--- src/rtl/z_result_unit_if.sv ---
// Beat stream from the Z capture stage to the 32-bit bus: valid/ready with a
// flag marking the ZHi beat.
interface z_result_unit_if;
  localparam int unsigned DATA_W = 32;

  logic              out_valid;
  logic              out_ready;
  logic [DATA_W-1:0] out_data;
  logic              out_hi;

  modport master (output out_valid, output out_data, output out_hi, input out_ready);
  modport slave  (input out_valid, input out_data, input out_hi, output out_ready);
endinterface

--- src/rtl/z_result_unit.sv ---
// Z capture stage: latches the 64-bit ALU result, updates HI/LO on wide ops,
// and drains ZLo (then ZHi for wide ops) onto the bus under valid/ready.
module z_result_unit (
  input  logic                    clock,
  input  logic                    clear,
  input  logic                    z_in,
  input  logic [63:0]             result,
  input  logic                    op_wide,
  z_result_unit_if.master         out_bus,
  output logic                    busy,
  output logic [31:0]             hi_q,
  output logic [31:0]             lo_q,
  output logic                    overrun
);

  localparam int unsigned RES_W = 64;
  localparam int unsigned BUS_W = 32;

  typedef enum logic [1:0] {
    ST_IDLE    = 2'd0,
    ST_SEND_LO = 2'd1,
    ST_SEND_HI = 2'd2
  } state_t;

  state_t             r_state;
  state_t             w_state_nxt;
  logic [BUS_W-1:0]   r_zhi;
  logic [BUS_W-1:0]   r_zlo;
  logic [BUS_W-1:0]   r_hi;
  logic [BUS_W-1:0]   r_lo;
  logic               r_wide;
  logic               r_overrun;
  logic               w_idle;
  logic               w_capture;

  assign w_idle    = (r_state == ST_IDLE);
  assign w_capture = z_in & w_idle;

  always_ff @(posedge clock or negedge clear) begin
    if (!clear) r_state <= ST_IDLE;
    else        r_state <= w_state_nxt;
  end

  always_comb begin
    w_state_nxt = r_state;
    case (r_state)
      ST_IDLE: begin
        if (z_in) w_state_nxt = ST_SEND_LO;
      end
      ST_SEND_LO: begin
        if (out_bus.out_ready) w_state_nxt = r_wide ? ST_SEND_HI : ST_IDLE;
      end
      ST_SEND_HI: begin
        if (out_bus.out_ready) w_state_nxt = ST_IDLE;
      end
      default: w_state_nxt = ST_IDLE;
    endcase
  end

  // Z and HI/LO load only from IDLE; a strobe while busy just flags overrun.
  always_ff @(posedge clock or negedge clear) begin
    if (!clear) begin
      r_zhi     <= '0;
      r_zlo     <= '0;
      r_hi      <= '0;
      r_lo      <= '0;
      r_wide    <= 1'b0;
      r_overrun <= 1'b0;
    end else begin
      if (w_capture) begin
        r_zhi  <= result[RES_W-1:BUS_W];
        r_zlo  <= result[BUS_W-1:0];
        r_wide <= op_wide;
        if (op_wide) begin
          r_hi <= result[RES_W-1:BUS_W];
          r_lo <= result[BUS_W-1:0];
        end
      end
      if (z_in && !w_idle) r_overrun <= 1'b1;
    end
  end

  // Bus outputs decode straight from state so reset drops them immediately.
  assign out_bus.out_valid = !w_idle;
  assign out_bus.out_hi    = (r_state == ST_SEND_HI);
  assign out_bus.out_data  = (r_state == ST_SEND_LO) ? r_zlo :
                             (r_state == ST_SEND_HI) ? r_zhi : '0;

  assign busy    = !w_idle;
  assign hi_q    = r_hi;
  assign lo_q    = r_lo;
  assign overrun = r_overrun;

endmodule

--- src/flat_wrapper.sv ---
// flat-port wrapper written by rule: the top's interface ports become plain ports
module z_result_unit_flat 
  (clock, clear, z_in, result, op_wide, busy, hi_q, lo_q, overrun, out_bus_out_valid, out_bus_out_data, out_bus_out_hi, out_bus_out_ready);
  z_result_unit_if out_bus_i ();
  input  logic clock;
  input  logic clear;
  input  logic z_in;
  input  logic [63:0] result;
  input  logic op_wide;
  output logic busy;
  output logic [31:0] hi_q;
  output logic [31:0] lo_q;
  output logic overrun;
  output wire logic [$bits(out_bus_i.out_valid)-1:0] out_bus_out_valid;
  output wire logic [$bits(out_bus_i.out_data)-1:0] out_bus_out_data;
  output wire logic [$bits(out_bus_i.out_hi)-1:0] out_bus_out_hi;
  input wire logic [$bits(out_bus_i.out_ready)-1:0] out_bus_out_ready;
  assign out_bus_out_valid = out_bus_i.out_valid;
  assign out_bus_out_data = out_bus_i.out_data;
  assign out_bus_out_hi = out_bus_i.out_hi;
  assign out_bus_i.out_ready = out_bus_out_ready;
  z_result_unit u_core (.clock(clock), .clear(clear), .z_in(z_in), .result(result), .op_wide(op_wide), .out_bus(out_bus_i), .busy(busy), .hi_q(hi_q), .lo_q(lo_q), .overrun(overrun));
endmodule
--- config.mk ---
export PLATFORM = sky130hd
export DESIGN_NAME = z_result_unit_flat
export DESIGN_NICKNAME = d
export VERILOG_FILES = /design/src/rtl/z_result_unit_if.sv /design/src/rtl/z_result_unit.sv /design/src/flat_wrapper.sv
export SDC_FILE = /design/constraint.sdc
export NUM_CORES = 1
export LEC_CHECK = 0
export CAP_MARGIN = 20
export CELL_PAD_IN_SITES_DETAIL_PLACEMENT = 1
export CELL_PAD_IN_SITES_GLOBAL_PLACEMENT = 2
export CORE_MARGIN = 5
export CORE_UTILIZATION = 30
export CTS_BUF_LIST = sky130_fd_sc_hd__clkbuf_8
export DETAILED_ROUTE_END_ITERATION = 10
export PLACE_DENSITY_LB_ADDON = 0.1
export SLEW_MARGIN = 10
export SYNTH_ARGS = -nofsm -noshare
export SYNTH_HDL_FRONTEND = slang
export SYNTH_SLANG_ARGS = --single-unit
--- constraint.sdc ---
create_clock -name clock -period 1.6 [get_ports clock]
set_clock_uncertainty 0.15 [all_clocks]
set_input_delay 0.4 -clock clock [delete_from_list [all_inputs] [get_ports clock]]
set_output_delay 0.4 -clock clock [all_outputs]
set_load 0.005 [all_outputs]
# Word level (Yosys, flattened, before mapping)
# Index checks and enable logic that the tools add are counted.
# word_totals
output_inout_bits,100
reg_bits,132
elab_cells,25
# classes
eq_ne,5
reduce_logical,5
mux,7
n_bitwise,1
# ops
cell,n
2-to-1 mux 32 bit,2
2-to-1 mux 2 bit,4
one-hot mux 2 bit (3 select lines),1
!= test 2 bit (second input constant),2
AND reduction 3 bit,1
equality test 2 x 1 -> 1 bit (second input constant),1
equality test 2 bit (second input constant),1
zero test 2 bit,1
!= test 2 x 1 -> 1 bit (second input constant),1
AND reduction 2 bit,1
bitwise AND 1 bit,1
logical AND 1 bit,1
zero test 1 bit,1

# Longest topological paths before layout
# depth
depth_word,3
ltp_mapped,4
mapped_depth_nobuf,2

# Worst setup path before layout
# OpenSTA, ideal clock, no wires.
# synth_path
path_kind,reg-to-output
start,register u_core.r_state[0]
end,output port out_bus_out_data[22]
slack_ns,-0.118
path_buffers,2
path_stages_with_launch,5
t_arrival_ns,1.168
cell_sequence,dfrtp_1 > and2b_2 > clkbuf_1 > buf_2 > a22o_1
# synth_between
elab_chain_cells,3
word_cells_on_any_way,4
cone_classes,2 x eq/ne; 2 x mux
# synth_lines
item,line,rtl
from (decl),z_result_unit.sv:25,state_t r_state;
from (signal assigned),z_result_unit.sv:41,else r_state <= w_state_nxt;
equality test 2 bit,--,
via out_bus_out_hi,flat_wrapper.sv:16,output wire logic [$bits(out_bus_i.out_hi)-1:0] out_bus_out_hi;
2-to-1 mux 32 bit,z_result_unit.sv:87,(r_state == ST_SEND_HI) ? r_zhi : '0;
2-to-1 mux 32 bit,z_result_unit.sv:86,assign out_bus.out_data = (r_state == ST_SEND_LO) ? r_zlo :
to (decl),flat_wrapper.sv:15,output wire logic [$bits(out_bus_i.out_data)-1:0] out_bus_out_data;
# The timed path passes the listed nets, and every way through them passes these cells.

# Worst setup path in the final report
# layout_path
start,register u_core.r_state[1]
end,output port out_bus_out_data[14]
# layout_between
elab_chain_cells,3
word_cells_on_any_way,4
cone_classes,2 x eq/ne; 2 x mux
# layout_lines
item,line
equality test 2 bit,z_result_unit.sv:87
2-to-1 mux 32 bit,z_result_unit.sv:87
2-to-1 mux 32 bit (*),z_result_unit.sv:86
# Every way passes the cells marked *; elsewhere a longest branch is shown, timed or not.

==> results.toml <==
[floorplanning]
start_util_pct = 30.7
die_height_um = 146
die_x_um = 146
ios = 169
num_rows = 49
die_area_um2 = 21400
coreArea_um2 = 18100

[timing]
setup_viol = 164
tns_ns = -59.43
fmax_mhz = 452
fin_crit_sh_pct = 138
slew_headroom_pct = 80.5
layout_setup_ws_ns = -0.612
tightest_slew_ns = 0.292
finalHoldViolations = 0
rsz0062_at_grt = "yes"
slew_viol_final = 0
final.min_clock_period_ns = 2.21

[placement]
dp_hpwl_um = 10600
place.gp.congestion = 0.738
port_buffers = 168
dp.cells = 726

[clock_tree]
cts_tree = "done"
clk_latency_ns = 0.43
ctsRootBufferMaster = "clkbuf_8"
h-tree-depth = 4
clockBufferDepth = 2
cts_made_buffers = 17
clk_pin_slew_ns = 0.08
cts_num_sinks = 132

[final_layout]
layout-drive-gt1-share_pct = 59.6
finalCoreUtilization_pct = 48.4
fin_cells = 821
syn2layout_area_growth_pct = 57.5
fin_nets = 648
n_antenna_cell = 0

[power]
peakVddDrop_uv = 841
powerDensity_nw_per_um2 = 2060
power.leakage_uw = 0.00418
total_power_uw = 18100

[route]
drt_iter0_markers = 119
drtPass1Iterations = 4
routedWlPerCell_um = 21.2
ant_nets = 0
via_per_inst = 4.58
route.vias.total = 3761
drc = 0
detail_route.wirelength_um = 17400

[synthesis]
async_flop_share_pct = 100
synth_top_cells_by_count = "dfrtp_1 (132), mux2_2 (69), mux2_4 (60)"
netlist.top_cell.by_area = "dfrtp_1"
ys.flop_type = "dfrtp_1"
syn_area_um2 = 5570
syn_nets = 395
yosysUniqueCellTypes = 19
yosysMostFrequentCell = "dfrtp_1"
syn_inst = 326
ys_seq_area_share_pct = 59.3
syn_avg_cell_area_um2 = 17.1
yosys-top-cells-area = "dfrtp_1 (59%), mux2_4 (16%), mux2_2 (14%), a22o_1 (5.0%), buf_12 (2.2%)"
ys_ff_latch = 132
yosys.area.top_type_share_pct = 59.3
synth_edf_count = 0
ys_warn_count = 0

[global_routing]
grt_overflow = 0
antenna_found_initial = 0
grt_max_degree = 48
grt_pass1_wl_um = 27100
gr-usage-all-layers_pct = 16.3
grt_pass1_vias = 4519

[status]
violations = "setup timing"
status = "finished with violations"

[setup_path]
cp.required_ns = 1.05
path_max_fanout = 12
worstSetupPathType = "flop to output port"
slowest_stage = "dfrtp_1"
start_kind = "flop"
setup.worst_path.end_class = "output port"
path_cells = "buf_6 > nor2b_4 > buf_6 > buf_12 > a22o_1 > buf_2"
worstPathArrival_ns = 1.66
slowest_delay_ns = 0.40
critPathMostFrequentCell = "buf_6"

[flow_run]
maxCapViolations = 0

[worst_hold_path]
hold_class = "primary input to async pin"
==> what timing repair did <==
| item | 4_1_cts | 5_1_grt |
|---|---|---|
| pin swaps | 11 | 10 |
| setup endpoints to repair | 229 | 171 |
| hold buffers | 1 | 0 |
| endpoints found under the hold margin | 67 | 0 |
| gates cloned | 11 | 3 |
| setup buffers | 48 | 16 |
| gates resized for setup | 477 | 57 |
==> registers in the layout, summed over array words and instances, names as in the netlist <==
| name | count |
|---|---|
| u_core.hi_q | 32 |
| u_core.r_wide | 1 |
| u_core.r_zlo | 32 |
| u_core.r_state | 2 |
| u_core.overrun | 1 |
| u_core.lo_q | 32 |
| u_core.r_zhi | 32 |
==> stage by stage <==
stage                     area, um^2  worst slack [ns]  hold WS, ns
after global placement          7660            -0.655        0.141
final                           8770            -0.612        0.242
after global routing            8770            -0.710        0.245
after detailed placement        7660            -0.702        0.149
after floorplan                 5600           -0.0732      -0.0456
after CTS                       8680            -0.755        0.217
==> worst max-delay path: cells and delay by family, from the launching register on <==
kind                   cells  cell delay, ns
buffers and inverters      4            0.51
flip-flops                 1            0.40
AO/OA/AOI/OAI              1            0.16
AND/OR/NAND/NOR            1            0.15
==> report_power, final <==
group	internal (uW)	total, uW	switching, uW
clock	1850	3180	1330
combinational	5840	8860	3020
sequential	5040	6010	971
==> metal layers <==
metal	global-route usage, %	part of all wire (%)	vias to the layer above
li1	-	-	1688
met1	20.6	45	1954
met2	26.5	48	103
met3	5.39	5.9	16
met4	4.94	1.2	0
met5	0	0	-
==> cell families after synthesis <==
| kind of cell | count (synthesis) | synth area share (%) |
|---|---|---|
| AOI/OAI and AO/OA | 35 | 5.46 |
| buffers and inverters | 23 | 4.02 |
| DFF | 132 | 59.3 |
| muxes | 129 | 30.1 |
| and+or+nand+nor | 7 | 1.10 |
==> layout by cell type (no fill, tap or decap), drive strengths merged <==
cell type and instances:
or2 1, nor4bb 1, clkbuf 31, and2b 1, a31o 1, nor2b 1, buf 179, nor3b 2
a211oi 1, dlygate4sd3 1, bufinv 4, dfrtp 132, clkdlybuf4s50 67, a22o 32, inv 3, mux2 129
nor2 1, a21o 1, clkinvlp 1, clkinv 3
==> worst paths after layout <==
| path | start | to | slack, ns | cells after the start |
|---|---|---|---|---|
| min reg2reg | u_core.overrun | u_core.overrun | 0.30 | 1 |
| max in group asynchronous | clear | u_core.r_zhi[6] | 0.48 | 3 |
| max | u_core.r_state[1] | out_bus_out_data[14] | -0.61 | 6 |
| max reg2reg | u_core.r_state[1] | u_core.hi_q[15] | -0.44 | 7 |
| min | clear | u_core.lo_q[19] | 0.24 | 2 |
| min in group clock | u_core.overrun | u_core.overrun | 0.30 | 1 |
==> cell type report <==
class / count / area (um^2)
Clock inverter: 11 / 158
Sequential cell: 132 / 3300
Fill cell: 1825 / 9370
Clock buffer: 21 / 289
Multi-Input combinational cell: 171 / 2330
Timing Repair Buffer: 257 / 2410
Tap cell: 229 / 287
(Power assumes the default switching activity.)
